<file path="config.mk">
export PLATFORM = sky130hd
export DESIGN_NAME = glitch_scheduler_flat
export DESIGN_NICKNAME = d
export VERILOG_FILES = /design/src/rtl/glitch_scheduler_if.sv /design/src/rtl/glitch_scheduler.sv /design/src/flat_wrapper.sv
export SDC_FILE = /design/constraint.sdc
export NUM_CORES = 1
export LEC_CHECK = 0
export CORE_MARGIN = 2
export CORE_UTILIZATION = 50
export DETAILED_ROUTE_END_ITERATION = 6
export GPL_TIMING_DRIVEN = 1
export PLACE_DENSITY_LB_ADDON = 0.15
export SLEW_MARGIN = 5
export SYNTH_ARGS = -nofsm -noshare
export SYNTH_HDL_FRONTEND = slang
export SYNTH_SLANG_ARGS = --single-unit
export TNS_END_PERCENT = 10
</file>
<file path="constraint.sdc">
create_clock -name clk -period 8.4 [get_ports clk]
set_input_delay 2.52 -clock clk [delete_from_list [all_inputs] [get_ports clk]]
set_output_delay 2.52 -clock clk [all_outputs]
set_load 0.01 [all_outputs]
</file>
<file path="src/rtl/glitch_scheduler_if.sv">
// rtl/glitch_scheduler_if.sv - slot configuration write bus for the glitch scheduler
interface glitch_scheduler_if #(
    parameter int NUM_SLOTS = 4,
    parameter int CNT_W     = 16,
    parameter int WID_W     = 4
);
    localparam int SLOT_W = (NUM_SLOTS > 1) ? $clog2(NUM_SLOTS) : 1;

    logic              cfg_we;
    logic [SLOT_W-1:0] cfg_slot;
    logic [CNT_W-1:0]  cfg_offset;
    logic [WID_W-1:0]  cfg_width;
    logic              cfg_en;

    modport master (output cfg_we, cfg_slot, cfg_offset, cfg_width, cfg_en);
    modport slave  (input  cfg_we, cfg_slot, cfg_offset, cfg_width, cfg_en);
endinterface

</file>
<file path="src/rtl/glitch_scheduler.sv">
// rtl/glitch_scheduler.sv - trigger-relative multi-window clock-glitch sequencer
module glitch_scheduler #(
    parameter int NUM_SLOTS = 4,
    parameter int CNT_W     = 16,
    parameter int WID_W     = 4
) (
    input  logic                 clk,
    input  logic                 resetn,
    glitch_scheduler_if.slave    cfg,
    input  logic                 arm,
    input  logic                 abort,
    input  logic                 trigger,
    output logic                 glitch_en,
    output logic                 busy,
    output logic                 done,
    output logic [CNT_W-1:0]     cycle_cnt,
    output logic [NUM_SLOTS-1:0] fired_mask
);
    typedef enum logic [1:0] {S_IDLE, S_ARMED, S_RUN, S_DONE} state_t;

    state_t                             state_q, state_d;
    logic                               trig_s1_q, trig_s2_q, trig_d_q;
    logic [NUM_SLOTS-1:0][CNT_W-1:0]    offset_q, offset_d;
    logic [NUM_SLOTS-1:0][WID_W-1:0]    width_q, width_d;
    logic [NUM_SLOTS-1:0]               en_q, en_d;
    logic [CNT_W-1:0]                   cnt_q, cnt_d, cnt_inc, eval_cnt;
    logic                               glitch_q, glitch_d, busy_q, busy_d, done_q, done_d;
    logic [NUM_SLOTS-1:0]               fired_q, fired_d, hit, start, past;
    logic [NUM_SLOTS-1:0][CNT_W:0]      win_end;
    logic                               trig_rise, trig_fall, cfg_open, all_done;

    assign trig_rise = trig_s2_q & ~trig_d_q;
    assign trig_fall = ~trig_s2_q & trig_d_q;
    assign cnt_inc   = cnt_q + CNT_W'(1);
    assign cfg_open  = (state_q == S_IDLE) || (state_q == S_DONE);
    assign all_done  = (|en_q) && (&past);

    always_comb begin
        offset_d = offset_q;
        width_d  = width_q;
        en_d     = en_q;
        if (cfg.cfg_we && cfg_open) begin
            offset_d[cfg.cfg_slot] = cfg.cfg_offset;
            width_d[cfg.cfg_slot]  = (cfg.cfg_width == '0) ? WID_W'(1) : cfg.cfg_width;
            en_d[cfg.cfg_slot]     = cfg.cfg_en;
        end
    end

    // Windows are evaluated against the count the next edge will hold, so
    // glitch_en and cycle_cnt update together. One extra bit keeps end clipping implicit.
    always_comb begin
        eval_cnt = (state_q == S_RUN) ? cnt_inc : '0;
        hit      = '0;
        start    = '0;
        past     = '0;
        win_end  = '0;
        for (int i = 0; i < NUM_SLOTS; i++) begin
            win_end[i] = {1'b0, offset_q[i]} + (CNT_W+1)'(width_q[i]) - (CNT_W+1)'(1);
            hit[i]     = en_q[i] && (eval_cnt >= offset_q[i]) && ({1'b0, eval_cnt} <= win_end[i]);
            start[i]   = en_q[i] && (eval_cnt == offset_q[i]);
            past[i]    = !en_q[i] || ({1'b0, eval_cnt} > win_end[i]);
        end
    end

    always_comb begin
        state_d  = state_q;
        cnt_d    = cnt_q;
        glitch_d = 1'b0;
        fired_d  = fired_q;
        unique case (state_q)
            S_IDLE:  if (arm) state_d = S_ARMED;
            S_ARMED: if (trig_rise) begin
                state_d  = S_RUN;
                cnt_d    = '0;
                glitch_d = |hit;
                fired_d  = start;
            end
            S_RUN: begin
                if (trig_fall || (cnt_q == '1)) begin
                    state_d = S_DONE;
                end else if (all_done) begin
                    state_d = S_DONE;
                    cnt_d   = cnt_inc;
                end else begin
                    cnt_d    = cnt_inc;
                    glitch_d = |hit;
                    fired_d  = fired_q | start;
                end
            end
            S_DONE:  if (arm) state_d = S_ARMED;
            default: state_d = S_IDLE;
        endcase
        if (abort) begin
            state_d  = S_IDLE;
            cnt_d    = '0;
            glitch_d = 1'b0;
            fired_d  = fired_q;
        end
        busy_d = (state_d == S_ARMED) || (state_d == S_RUN);
        done_d = (state_d == S_DONE);
    end

    always_ff @(posedge clk or negedge resetn) begin
        if (!resetn) begin
            state_q   <= S_IDLE;
            trig_s1_q <= 1'b0;
            trig_s2_q <= 1'b0;
            trig_d_q  <= 1'b0;
            offset_q  <= '0;
            width_q   <= '0;
            en_q      <= '0;
            cnt_q     <= '0;
            glitch_q  <= 1'b0;
            busy_q    <= 1'b0;
            done_q    <= 1'b0;
            fired_q   <= '0;
        end else begin
            state_q   <= state_d;
            trig_s1_q <= trigger;
            trig_s2_q <= trig_s1_q;
            trig_d_q  <= trig_s2_q;
            offset_q  <= offset_d;
            width_q   <= width_d;
            en_q      <= en_d;
            cnt_q     <= cnt_d;
            glitch_q  <= glitch_d;
            busy_q    <= busy_d;
            done_q    <= done_d;
            fired_q   <= fired_d;
        end
    end

    assign glitch_en  = glitch_q;
    assign busy       = busy_q;
    assign done       = done_q;
    assign cycle_cnt  = cnt_q;
    assign fired_mask = fired_q;
endmodule

</file>
<file path="src/flat_wrapper.sv">
// flat-port wrapper written by rule: the top's interface ports become plain ports
module glitch_scheduler_flat 
#(
    parameter int NUM_SLOTS = 4,
    parameter int CNT_W     = 16,
    parameter int WID_W     = 4
)
  (clk, resetn, arm, abort, trigger, glitch_en, busy, done, cycle_cnt, fired_mask, cfg_cfg_we, cfg_cfg_slot, cfg_cfg_offset, cfg_cfg_width, cfg_cfg_en);
  glitch_scheduler_if #(.NUM_SLOTS(NUM_SLOTS), .CNT_W(CNT_W), .WID_W(WID_W)) cfg_i ();
  input  logic clk;
  input  logic resetn;
  input  logic arm;
  input  logic abort;
  input  logic trigger;
  output logic glitch_en;
  output logic busy;
  output logic done;
  output logic [CNT_W-1:0] cycle_cnt;
  output logic [NUM_SLOTS-1:0] fired_mask;
  input wire logic [$bits(cfg_i.cfg_we)-1:0] cfg_cfg_we;
  input wire logic [$bits(cfg_i.cfg_slot)-1:0] cfg_cfg_slot;
  input wire logic [$bits(cfg_i.cfg_offset)-1:0] cfg_cfg_offset;
  input wire logic [$bits(cfg_i.cfg_width)-1:0] cfg_cfg_width;
  input wire logic [$bits(cfg_i.cfg_en)-1:0] cfg_cfg_en;
  assign cfg_i.cfg_we = cfg_cfg_we;
  assign cfg_i.cfg_slot = cfg_cfg_slot;
  assign cfg_i.cfg_offset = cfg_cfg_offset;
  assign cfg_i.cfg_width = cfg_cfg_width;
  assign cfg_i.cfg_en = cfg_cfg_en;
  glitch_scheduler #(.NUM_SLOTS(NUM_SLOTS), .CNT_W(CNT_W), .WID_W(WID_W)) u_core (.clk(clk), .resetn(resetn), .cfg(cfg_i), .arm(arm), .abort(abort), .trigger(trigger), .glitch_en(glitch_en), .busy(busy), .done(done), .cycle_cnt(cycle_cnt), .fired_mask(fired_mask));
endmodule
</file>
After elaboration in Yosys (flattened, before gate mapping)
Cells that the tools add are included.
{"block": "classes", "add_sub_neg": 9, "n_mul": 0, "n_div": 0, "n_lt_le_gt_ge": 14, "n_eq_ne": 16, "shifts": 0, "mux": 30, "n_bitwise": 6, "n_reduce_logical": 36}
{"cell": "$mux W16", "n": 5}
{"cell": "$add A16 B4 Y17", "n": 4}
{"cell": "$gt A16 B17 Y1", "n": 4}
{"cell": "$le A16 B17 Y1", "n": 4}
{"cell": "$sub A17 B1 Y17 const B", "n": 4}
{"cell": "$bwmux W64", "n": 1}
{"cell": "$eq A16 B16 Y1", "n": 4}
{"cell": "$ge A16 B16 Y1", "n": 4}
{"cell": "$demux W16 S2", "n": 1}
{"cell": "$pmux W16 S2", "n": 1}
{"cell": "$mux W4", "n": 5}
{"cell": "$add A16 B1 Y16 const B", "n": 1}
{"cell": "$bwmux W16", "n": 1}
{"cell": "$eq A16 B16 Y1 const B", "n": 1}
{"cell": "$logic_and A1 B1 Y1", "n": 15}
{"cell": "$mux W2", "n": 5}
{"cell": "$demux W4 S2", "n": 1}
{"cell": "$eq A2 B2 Y1 const B", "n": 4}
{"cell": "$pmux W4 S2", "n": 1}
{"cell": "$reduce_or A4 Y1", "n": 2}
{"cell": "$logic_or A1 B1 Y1", "n": 7}
{"cell": "$pmux W2 S3", "n": 1}
{"cell": "$mux W1", "n": 5}
{"cell": "$reduce_and A5 Y1", "n": 1}
{"cell": "21 further kinds", "n": 29}
{"block": "word_totals", "regBits": 112, "latchBits": 0, "ramBits": 0, "romBits": 0, "in_bits": 29, "out_inout_bits": 23, "wordCells": 129, "mem_count": 0}

Depth between registers and ports, before layout
Gate-level depths: netlist (run 1).
{"block": "logic_depth", "ltp_word": 12, "ltp_mapped": 24, "mapped_depth_nobuf": 24}

Worst setup path after synthesis (run 1)
Ideal clock, no wire load.
{"block": "synth_timing", "path_kind": "reg-to-reg", "startpoint": "register u_core.offset_q[49] in the netlist's numbering", "endpoint": "register u_core.busy_q, in the netlist u_core.busy", "setup_ns": 0.126, "arrival_time_ns": 4.535, "required_ns": 8.274, "setup_slack_ns": 3.739, "stages_incl_launch_ff": 23, "n_path_buf": 0, "synth_period_minus_slack_ns": 4.661, "cell_sequence": "dfrtp_1 inv_1 ha_1 inv_1 ha_1 inv_1 fa_1 nor2b_1 o21ai_0 a21boi_0 o2111ai_1 a31oi_1 a21o_1 a211o_1 nand2_1 ha_1 nand4_1 or4_1 o32ai_1 o31a_1 nor4_4 o41a_1 ha_1"}
{"block": "synth_via", "elab_chain_len": 12, "word_cells_on_any_way": 13, "classes_between": "2 x add/sub; 1 x order compare; 2 x eq/ne; 4 x mux; 4 x reduce/logical"}
{"item": "start: declaration", "line": "glitch_scheduler.sv:23", "rtl": "logic [NUM_SLOTS-1:0][CNT_W-1:0] offset_q, offset_d;"}
{"item": "start signal: assignment", "line": "glitch_scheduler.sv:122", "rtl": "offset_q <= offset_d;"}
{"item": "$add A16 B4 Y17 (*)", "line": "glitch_scheduler.sv:58", "rtl": "win_end[i] = {1'b0, offset_q[i]} + (CNT_W+1)'(width_q[i]) - (CNT_W+1)'(1);"}
{"item": "$sub A17 B1 Y17 (*)", "line": "glitch_scheduler.sv:58"}
{"item": "$gt A16 B17 Y1 (*)", "line": "glitch_scheduler.sv:61", "rtl": "past[i] = !en_q[i] || ({1'b0, eval_cnt} > win_end[i]);"}
{"item": "$logic_or A1 B1 Y1 (*)", "line": "glitch_scheduler.sv:61"}
{"item": "$reduce_and A4 Y1 (*)", "line": "glitch_scheduler.sv:36", "rtl": "assign all_done = (|en_q) && (&past);"}
{"item": "$logic_and A1 B1 Y1 (*)", "line": "glitch_scheduler.sv:36"}
{"item": "$mux W2 (*)", "line": "glitch_scheduler.sv:81", "rtl": "end else if (all_done) begin"}
{"item": "$mux W2 (*)", "line": "glitch_scheduler.sv:79", "rtl": "if (trig_fall || (cnt_q == '1)) begin"}
{"item": "$pmux W2 S3 (*)", "line": "glitch_scheduler.sv:70", "rtl": "unique case (state_q)"}
{"item": "$mux W2 (*)", "line": "glitch_scheduler.sv:93", "rtl": "if (abort) begin"}
{"item": "net u_core.state_d[0]", "line": "glitch_scheduler.sv:21", "rtl": "state_t state_q, state_d;"}
{"item": "$eq A2 B1 Y1 / $eq A2 B2 Y1 (equally long branches)", "line": "glitch_scheduler.sv:99", "rtl": "busy_d = (state_d == S_ARMED) || (state_d == S_RUN);"}
{"item": "$logic_or A1 B1 Y1 (*)", "line": "glitch_scheduler.sv:99"}
{"item": "net u_core.busy_d", "line": "glitch_scheduler.sv:27", "rtl": "logic glitch_q, glitch_d, busy_q, busy_d, done_q, done_d;"}
{"item": "end signal: assignment", "line": "glitch_scheduler.sv:127", "rtl": "busy_q <= busy_d;"}
{"item": "end: declaration", "line": "glitch_scheduler.sv:27"}
Mark *: on every way through the listed nets, which the timed path passes. The rest lies on a longest branch.
A chain may end at the register's enable or synchronous reset.

Worst setup path after layout (run 1)
{"block": "layout_timing", "startpoint": "register u_core.offset_q[17] in the netlist's numbering", "endpoint": "register u_core.busy_q, in the netlist u_core.busy"}
The elaborated chain is that of the path after synthesis.

==> impl_metrics.json, run 1 <==
{
  "fmax_ghz": 0.190,
  "ys_types": 61,
  "leakage_nw": 6.02,
  "synth_common_cells": "ha_1 (209), inv_1 (133), dfrtp_1 (112)",
  "crit_fanout": 5,
  "fin_worst_skew_ps": 8.84,
  "synth_top_area_share_pct": 26.0,
  "arrival_ps": 5530,
  "slew-limit-headroom_pct": 29.7,
  "async_reset_ff_share_pct": 100,
  "hold_viol_final": 0,
  "die_w_um": 151,
  "slew_viol_final": 0,
  "yosys.area.top_type": "dfrtp_1",
  "worstMarginPinSlew_ps": 1050,
  "rsz0062_at_grt": "false",
  "holdPathStages": 0,
  "wl_per_cell_um": 18.8,
  "syn_avg_cell_area_um2": 8.99,
  "die_h_um": 151,
  "r2r_slack_ps": 3130,
  "synth_fp_nets": 1440,
  "worstSetupPathType": "flop to flop",
  "reg2reg_depth": 24,
  "hpwlAfterDp_um": 22200,
  "first_pass_iters": 7,
  "end_kind": "flop",
  "dpl_cell_area_um2": 11600,
  "finalWirelength_um": 28700,
  "netlist_instances": 1198,
  "grt_util_all_layers_pct": 26.4,
  "cts_buffers": 9,
  "grt_pass1_vias": 8517,
  "cts.reportedPaths.clkPinSlew_ps": 80,
  "die_area_um2": 22700,
  "final_layout_size_suffix_gt1_share_pct": 7.58,
  "multi_input_area_um2": 7390,
  "synth_xor_area_share_pct": 4.80,
  "ys_seq_elements": 112,
  "place_congestion": 0.855,
  "synth_warnings": 0,
  "dr.first_iter.drc_count": 577,
  "yosysMostFrequentCell": "ha_1",
  "ys.flop_type": "dfrtp_1",
  "clockBufferDepth": 2,
  "synthMuxAreaShare_pct": 8.05,
  "nets": 1491,
  "period_needed_ps": 5270,
  "ant_nets": 0,
  "run_status": "finished, final reports clean",
  "seq_area_um2": 2800,
  "n_antenna_cell": 0,
  "drc": 0,
  "grt_max_degree": 70,
  "cap_violations": 0,
  "min-delay-path-class": "flop to flop",
  "hold_buffers": 0,
  "via_per_inst": 5.78,
  "post_cts_buffers": 0,
  "finalInstanceArea_um2": 11900,
  "yosys.area_share.simple_pct": 14.2,
  "synth_top_family_by_area": "adder cells",
  "cts_tree": "done",
  "clk_latency_ps": 370,
  "antenna_found_initial": 0,
  "cts_sinks": 112,
  "cellPowerDensity_nw_per_um2": 449,
  "finalCritPeriodShare_pct": 62.8,
  "vias": 8830,
  "synth_fa_ha_area_share_pct": 25.0,
  "synth_area_um2": 10800,
  "synth.yosys.seq_area_share_pct": 26.0,
  "nFillCells": 1885,
  "pin_count": 52,
  "ctsResizeCount": 0,
  "area_growth_pct": 10.4,
  "htree_num_levels": 3,
  "grt-ovfl-total": 0,
  "synth_area_leaders": "dfrtp_1 (26%), ha_1 (24%), mux2_2 (6.4%)",
  "setup_viol_count_final": 0,
  "rows": 53,
  "coreArea_um2": 21100,
  "ir_drop_mv": 0.192,
  "initial_core_util_pct": 51.1,
  "worstSetupStartpointType": "flop",
  "synth_enable_flop_cells": 0,
  "crit_required_ps": 8660,
  "grt_pass1_wl_um": 46100,
  "fin_hold_ws_ps": 353,
  "fin_setup_tns_ps": 0,
  "numPortBuffers": 51,
  "cts_root_buf": "clkbuf_16",
  "synth_compound_area_share_pct": 16.5
}
worst paths after layout:
kind,to,start
setup / recovery,u_core.busy,u_core.offset_q[17]
hold / removal,u_core.trig_s2_q,u_core.trig_s1_q
setup reg to reg,u_core.busy,u_core.offset_q[17]
hold reg to reg,u_core.trig_s2_q,u_core.trig_s1_q
max in group asynchronous,u_core.offset_q[26],resetn
min in group asynchronous,u_core.offset_q[57],resetn
sequential cells by signal (all words and copies together) (netlist names):
signal             count
u_core.offset_q       64
u_core.cycle_cnt      16
u_core.width_q        16
u_core.en_q            4
u_core.fired_mask      4
u_core.state_q         2
u_core.busy            1
u_core.done            1
u_core.glitch_en       1
u_core.trig_d_q        1
u_core.trig_s1_q       1
u_core.trig_s2_q       1
critical path, stage by stage, from the launching register on:
cell	delay (ps)
dfrtp_1	380
inv_1	80
ha_1	220
inv_1	60
ha_1	190
inv_1	70
fa_1	400
nor2b_1	110
o21ai_0	120
a21oi_1	240
nor2_1	60
o21ai_0	350
a21boi_0	260
o21ai_0	340
a311oi_1	170
ha_1	350
nand4_1	130
a21oi_1	160
a211o_1	150
o22ai_1	90
nor3_1	170
nand2_1	130
nor4_4	470
o41a_1	250
ha_1	230
per-layer routing:
layer | vias up | wire [µm] | GRT usage, %
met4 | 0 | 449 | 5.70
li1 | 4402 | - | -
met3 | 28 | 1230 | 2.73
met5 | - | 0 | 0
met1 | 4196 | 14600 | 39.1
met2 | 204 | 12500 | 41.7
area by class of cell:
cell class,instances,share of cell area (%)
multi-input combinational,935,62.2
timing repair buffer,58,4.71
inverter,133,4.20
tap,275,2.89
clock inverter,6,0.431
clock buffer,10,2.01
sequential,112,23.6
power by group:
part	total, mW	internal (mW)	switching (mW)
logic	3.99	1.75	2.24
registers	0.908	0.748	0.160
clock network	0.439	0.215	0.225
per-stage QoR:
stage | utilization, % | power [mW] | worst slack, ps | cells
3_3_place_gp | 55.0 | 4.74 | 3310 | 1513
4_1_cts | 56.4 | 5.30 | 3150 | 1529
6_report | 56.4 | 5.34 | 3130 | 1529
2_1_floorplan | - | 3.98 | 3740 | 1198
5_1_grt | 56.4 | 5.96 | 2700 | 1529
3_5_place_dp | 55.0 | 4.83 | 3170 | 1513
cell families after synthesis:
kind of cell | Yosys count
AOI/OAI and AO/OA | 280
xor gates and xnor gates | 59
adders and majority gates | 213
buffers and inverters | 151
DFF | 112
muxes | 79
and+or+nand+nor | 304
layout by cell type (no fill, tap or decap), types with 9 or more instances in the layout:
| cell type | Yosys | final |
|---|---|---|
| ha_1 | 209 | 209 |
| and3_1 | 9 | 9 |
| inv_1 | 133 | 133 |
| o211ai_1 | 10 | 10 |
| xor2_1 | 31 | 31 |
| nand4_1 | 30 | 30 |
| clkdlybuf4s50_1 | 0 | 50 |
| nand2_1 | 75 | 75 |
| nand3_1 | 30 | 30 |
| dfrtp_1 | 112 | 112 |
| nor2b_1 | 17 | 17 |
| o21ai_0 | 80 | 80 |
| mux2_2 | 61 | 61 |
| or3_1 | 11 | 11 |
| nor2_1 | 65 | 65 |
| nor3_1 | 17 | 16 |
| xnor2_1 | 28 | 28 |
| and2_1 | 18 | 18 |
| a21o_1 | 35 | 35 |
| clkbuf_16 | 0 | 9 |
| o21a_1 | 17 | 17 |
| nand2b_1 | 12 | 12 |
| a211oi_1 | 11 | 11 |
| mux2i_1 | 18 | 18 |
| a21oi_1 | 70 | 70 |
Power figures use the tool's default switching activity.
==> run 2: changes to the inputs <==
clock period = 4.8 ns   (was 8.4 ns; I/O delays follow)
==> impl_metrics.json, run 2 (synthesis gave the netlist of run 1 again) <==
{
  "rows": 53,
  "first_pass_iters": 5,
  "clk_latency_ps": 370,
  "dpl_cell_area_um2": 12000,
  "grt_pass1_vias": 8672,
  "numPortBuffers": 51,
  "final_layout_size_suffix_gt1_share_pct": 15.9,
  "finalWirelength_um": 30300,
  "worstSetupPathType": "flop to flop",
  "setup_viol_count_final": 0,
  "hpwlAfterDp_um": 23700,
  "r2r_slack_ps": 130,
  "drc": 0,
  "cts_sinks": 112,
  "largest_reg_flops": 64,
  "worstSetupStartpointType": "flop",
  "rsz0062_at_grt": "true",
  "htree_num_levels": 3,
  "multi_input_area_um2": 7630,
  "cts_root_buf": "clkbuf_16",
  "n_antenna_cell": 0,
  "nFillCells": 1854,
  "place_congestion": 0.940,
  "dr.first_iter.drc_count": 610,
  "cts_buffers": 9,
  "via_per_inst": 5.74,
  "vias": 9157,
  "end_kind": "flop",
  "seq_area_um2": 2800,
  "clockBufferDepth": 2,
  "cap_violations": 0,
  "antenna_found_initial": 0,
  "crit_required_ps": 5050,
  "reg2reg_to": "u_core.busy",
  "period_needed_ps": 4670,
  "finalCritPeriodShare_pct": 97.4,
  "hold_viol_final": 0,
  "run_status": "finished, final reports clean",
  "coreArea_um2": 21100,
  "layout_commonest_cell": "ha_1",
  "die_w_um": 151,
  "grt_util_all_layers_pct": 27.4,
  "finalInstanceArea_um2": 12600,
  "ant_nets": 0,
  "initial_core_util_pct": 51.1,
  "slew-limit-headroom_pct": 33.2,
  "pin_count": 52,
  "r2r-start": "u_core.offset_q[17]",
  "crit_fanout": 3,
  "reg2reg_depth": 25,
  "min-delay-path-class": "flop to flop",
  "fin_worst_skew_ps": 10.9,
  "area_growth_pct": 17.1,
  "critPathLaunch": "u_core.offset_q[17]",
  "grt_pass1_wl_um": 47700,
  "nets": 1557,
  "largest-register": "u_core.offset_q",
  "grt-ovfl-total": 0,
  "cp-endpoint": "u_core.busy",
  "slew_viol_final": 0,
  "fin_setup_tns_ps": 0,
  "grt_max_degree": 50,
  "wl_per_cell_um": 19.0,
  "die_h_um": 151,
  "worstMarginPinSlew_ps": 999,
  "die_area_um2": 22700,
  "cts_tree": "done",
  "final_cell_mix": "ha_1 (202), inv_1 (127), dfrtp_1 (112), nand2_1 (75), buf_4 (74)",
  "fmax_ghz": 0.214,
  "hold_buffers": 0,
  "cts.reportedPaths.clkPinSlew_ps": 80,
  "arrival_ps": 4920
}
run 2: cell type report:
| type | instances | share of cell area [%] |
|---|---|---|
| timing repair buffer | 124 | 8.37 |
| tap | 275 | 2.73 |
| clock buffer | 10 | 1.89 |
| inverter | 133 | 3.96 |
| clock inverter | 5 | 0.327 |
| sequential | 112 | 22.2 |
| multi-input combinational | 935 | 60.5 |
run 2: layer usage:
metal | part of all wire, % | track usage [%]
met1 | 49 | 40.5
met2 | 44 | 41.9
met5 | 0 | 0
met4 | 2.1 | 7.15
met3 | 4.9 | 4.12
run 2: timing repair:
item / CTS / global route
endpoints found under the setup margin: 8 / 8
gates resized for setup: 18 / 51
pin swaps: 20 / 53
hold endpoints to repair: 0 / 0
buffers inserted: 9 / 7
run 2: stage by stage:
| stage | hold slack, ps | instances | utilization, % | setup slack [ps] |
|---|---|---|---|---|
| 2_1_floorplan | 331 | 1198 | - | 139 |
| 3_3_place_gp | 342 | 1565 | 56.9 | -125 |
| 3_5_place_dp | 348 | 1565 | 56.9 | -273 |
| 4_1_cts | 365 | 1588 | 58.8 | 10.7 |
| 5_1_grt | 371 | 1594 | 59.8 | -73.8 |
| 6_report | 363 | 1594 | 59.8 | 127 |
run 2: worst min path at each step:
stage	startpoint	endpoint	slack [ps]	cells after the start
2_1_floorplan	u_core.trig_s1_q	u_core.trig_s2_q	330	0
3_3_place_gp	u_core.trig_s1_q	u_core.trig_s2_q	340	0
3_5_place_dp	u_core.trig_s1_q	u_core.trig_s2_q	350	0
4_1_cts	u_core.trig_s1_q	u_core.trig_s2_q	360	0
5_1_grt	u_core.trig_s1_q	u_core.trig_s2_q	370	0
6_report	u_core.trig_s1_q	u_core.trig_s2_q	360	0
run 2: critical path, stage by stage, from the launching register on:
cell and delay, ps:
dfrtp_1 390, inv_2 80, ha_4 200, inv_1 50, ha_2 160, inv_1 60, fa_2 360, nor2b_1 120
o21ai_1 100, a21oi_1 210, nor2_1 60, o21ai_1 140, buf_4 150, a21boi_4 60, o211a_1 220, a311oi_2 270
ha_1 300, nand4_1 130, a21oi_2 40, a211o_1 300, o22ai_1 160, nor3_1 80, nand2_1 120, nor4_4 70
o41a_1 430, ha_1 300
Power of run 2 is left out: the tool's default activity adds up to more than one toggle a clock period on the data nets, which glitch-free logic cannot reach.
==> run 3: changes to the inputs <==
PLACE_DENSITY = 0.71   (was default)
PLACE_DENSITY_LB_ADDON = default   (was 0.15)
==> impl_metrics.json, run 3 (synthesis gave the netlist of run 1 again) <==
{
  "run_status": "finished, violations left",
  "violations": "setup timing",
  "via_per_inst": 5.81,
  "critPathTopFamily": "compound AO/OA/AOI/OAI gates",
  "cp_num_buf_inv": 3,
  "worstSetupPathType": "flop to flop",
  "busiest_layer": "met2",
  "grtUsageMet3_pct": 3.00,
  "seq_area_um2": 2800,
  "end_kind": "flop",
  "fmax_ghz": 0.205,
  "die_h_um": 151,
  "hpwlAfterDp_um": 23500,
  "worstSetupStartpointType": "flop",
  "hold_viol_final": 0,
  "largest-register": "u_core.offset_q",
  "dr.first_iter.drc_count": 707,
  "worstMarginPinSlew_ps": 992,
  "numPortBuffers": 51,
  "crit_top_cell": "ha_4",
  "vias": 9338,
  "grt_pass1_wl_um": 46700,
  "clk_latency_ps": 370,
  "reg2reg_to": "u_core.busy",
  "min_from": "u_core.trig_s1_q",
  "cts_sinks": 112,
  "critPathLaunch": "u_core.offset_q[49]",
  "pin_count": 52,
  "whs_endpoint": "u_core.trig_s2_q",
  "htree_num_levels": 3,
  "dpl_worst_slack_ps": -388,
  "largest_reg_flops": 64,
  "slew-limit-headroom_pct": 33.7,
  "max_stage_delay_ps": 490,
  "ant_nets": 0,
  "setup_viol_count_final": 1,
  "final_cell_mix": "ha_1 (202), inv_1 (126), dfrtp_1 (112), buf_4 (86), nand2_1 (72)",
  "multi_input_area_um2": 7700,
  "cts_root_buf": "clkbuf_16",
  "met1_usage_pct": 37.7,
  "holdPathStages": 0,
  "arrival_ps": 5140,
  "min-delay-path-class": "flop to flop",
  "area_growth_pct": 19.0,
  "cap_violations": 0,
  "fin_worst_skew_ps": 9.99,
  "grt_max_degree": 51,
  "n_antenna_cell": 0,
  "slowest_stage": "or4_4",
  "path_cells": "inv_2 -> ha_4 -> inv_4 -> ha_4 -> inv_2 -> fa_2 -> nor2b_2 -> o21ai_2 -> a21boi_2 -> o2111ai_2 -> a31oi_2 -> a21o_1 -> a211o_1 -> nand2_2 -> ha_4 -> nand4_1 -> or4_4 -> o32ai_4 -> o31a_1 -> nor4_4 -> o41a_1 -> ha_1",
  "wl_per_cell_um": 18.6,
  "cts_tree": "done",
  "nFillCells": 1847,
  "place_congestion": 0.912,
  "coreArea_um2": 21100,
  "grt-ovfl-total": 0,
  "final_layout_size_suffix_gt1_share_pct": 17.1,
  "crit_fanout": 2,
  "die_w_um": 151,
  "cts_buffers": 9,
  "initial_core_util_pct": 51.1,
  "cts.reportedPaths.clkPinSlew_ps": 80,
  "first_pass_iters": 5,
  "grt_util_all_layers_pct": 26.6,
  "antenna_found_initial": 0,
  "rsz0062_at_grt": "true",
  "finalWirelength_um": 30000,
  "grt_pass1_vias": 8804,
  "crit_required_ps": 5050,
  "slew_viol_final": 0,
  "finalCritPeriodShare_pct": 102,
  "period_needed_ps": 4890,
  "grt_util_met2_pct": 43.3,
  "rows": 53,
  "drc": 0,
  "die_area_um2": 22700,
  "reg2reg_depth": 22,
  "r2r_slack_ps": -90,
  "nets": 1569,
  "clockBufferDepth": 2,
  "worst_slack_ps": -89.9,
  "layout_commonest_cell": "ha_1",
  "r2r-start": "u_core.offset_q[49]"
}
[run 3: changes by cell type in the layout (fill, tap and decap cells not counted), sizes merged]
cell	delta
bufinv	+1
buf	+12
clkinv	-1
inv	-1
clkbuf	+1
clkinvlp	+1
[run 3: how the worst max path moves through the flow]
stage	end	slack, ps	cells after the start
2_1_floorplan	u_core.busy	140	22
3_3_place_gp	u_core.busy	-300	25
3_5_place_dp	u_core.busy	-390	25
4_1_cts	u_core.busy	2	23
5_1_grt	u_core.busy	-240	22
6_report	u_core.busy	-90	22
[run 3: layout make-up]
cell class / instances / area share (%)
multi-input combinational: 935 / 60.1
sequential: 112 / 21.9
timing repair buffer: 136 / 8.95
inverter: 133 / 3.92
tap: 275 / 2.69
clock buffer: 11 / 1.97
clock inverter: 5 / 0.488
[run 3: worst register-to-register path, stage by stage (launching register included)]
cell       delay (ps)
dfrtp_1           390
inv_2              90
ha_4              210
inv_4              60
ha_4              130
inv_2              40
fa_2              400
nor2b_2           140
o21ai_2            80
a21boi_2          220
o2111ai_2         160
a31oi_2           200
a21o_1            150
a211o_1           130
nand2_2            70
ha_4              270
nand4_1           140
or4_4             490
o32ai_4           300
o31a_1            320
nor4_4             60
o41a_1            430
ha_1              300
[run 3: layer usage]
layer,vias to the layer above,wire length (µm)
met2,241,13800
li1,4570,-
met3,34,1220
met1,4493,14300
met5,-,0
met4,0,617
[run 3: metrics by stage]
step / TNS [ps] / cell area (µm²) / utilization (%) / cells / hold slack, ps
final: -89.9 / 12800 / 60.8 / 1607 / 379
after global routing: -535 / 12800 / 60.8 / 1607 / 391
after CTS: 0 / 12500 / 59.4 / 1599 / 382
after detailed placement: -1270 / 12000 / 57.1 / 1572 / 364
after global placement: -653 / 12000 / 57.1 / 1572 / 332
after floorplan: 0 / 10800 / - / 1198 / 331
[run 3: what timing repair did]
action,in CTS,in global routing
gates resized for setup,20,55
pin swaps,23,50
setup buffers,11,9
setup endpoints to repair,8,8
hold buffers,0,0
Power of run 3 is left out for the same reason.
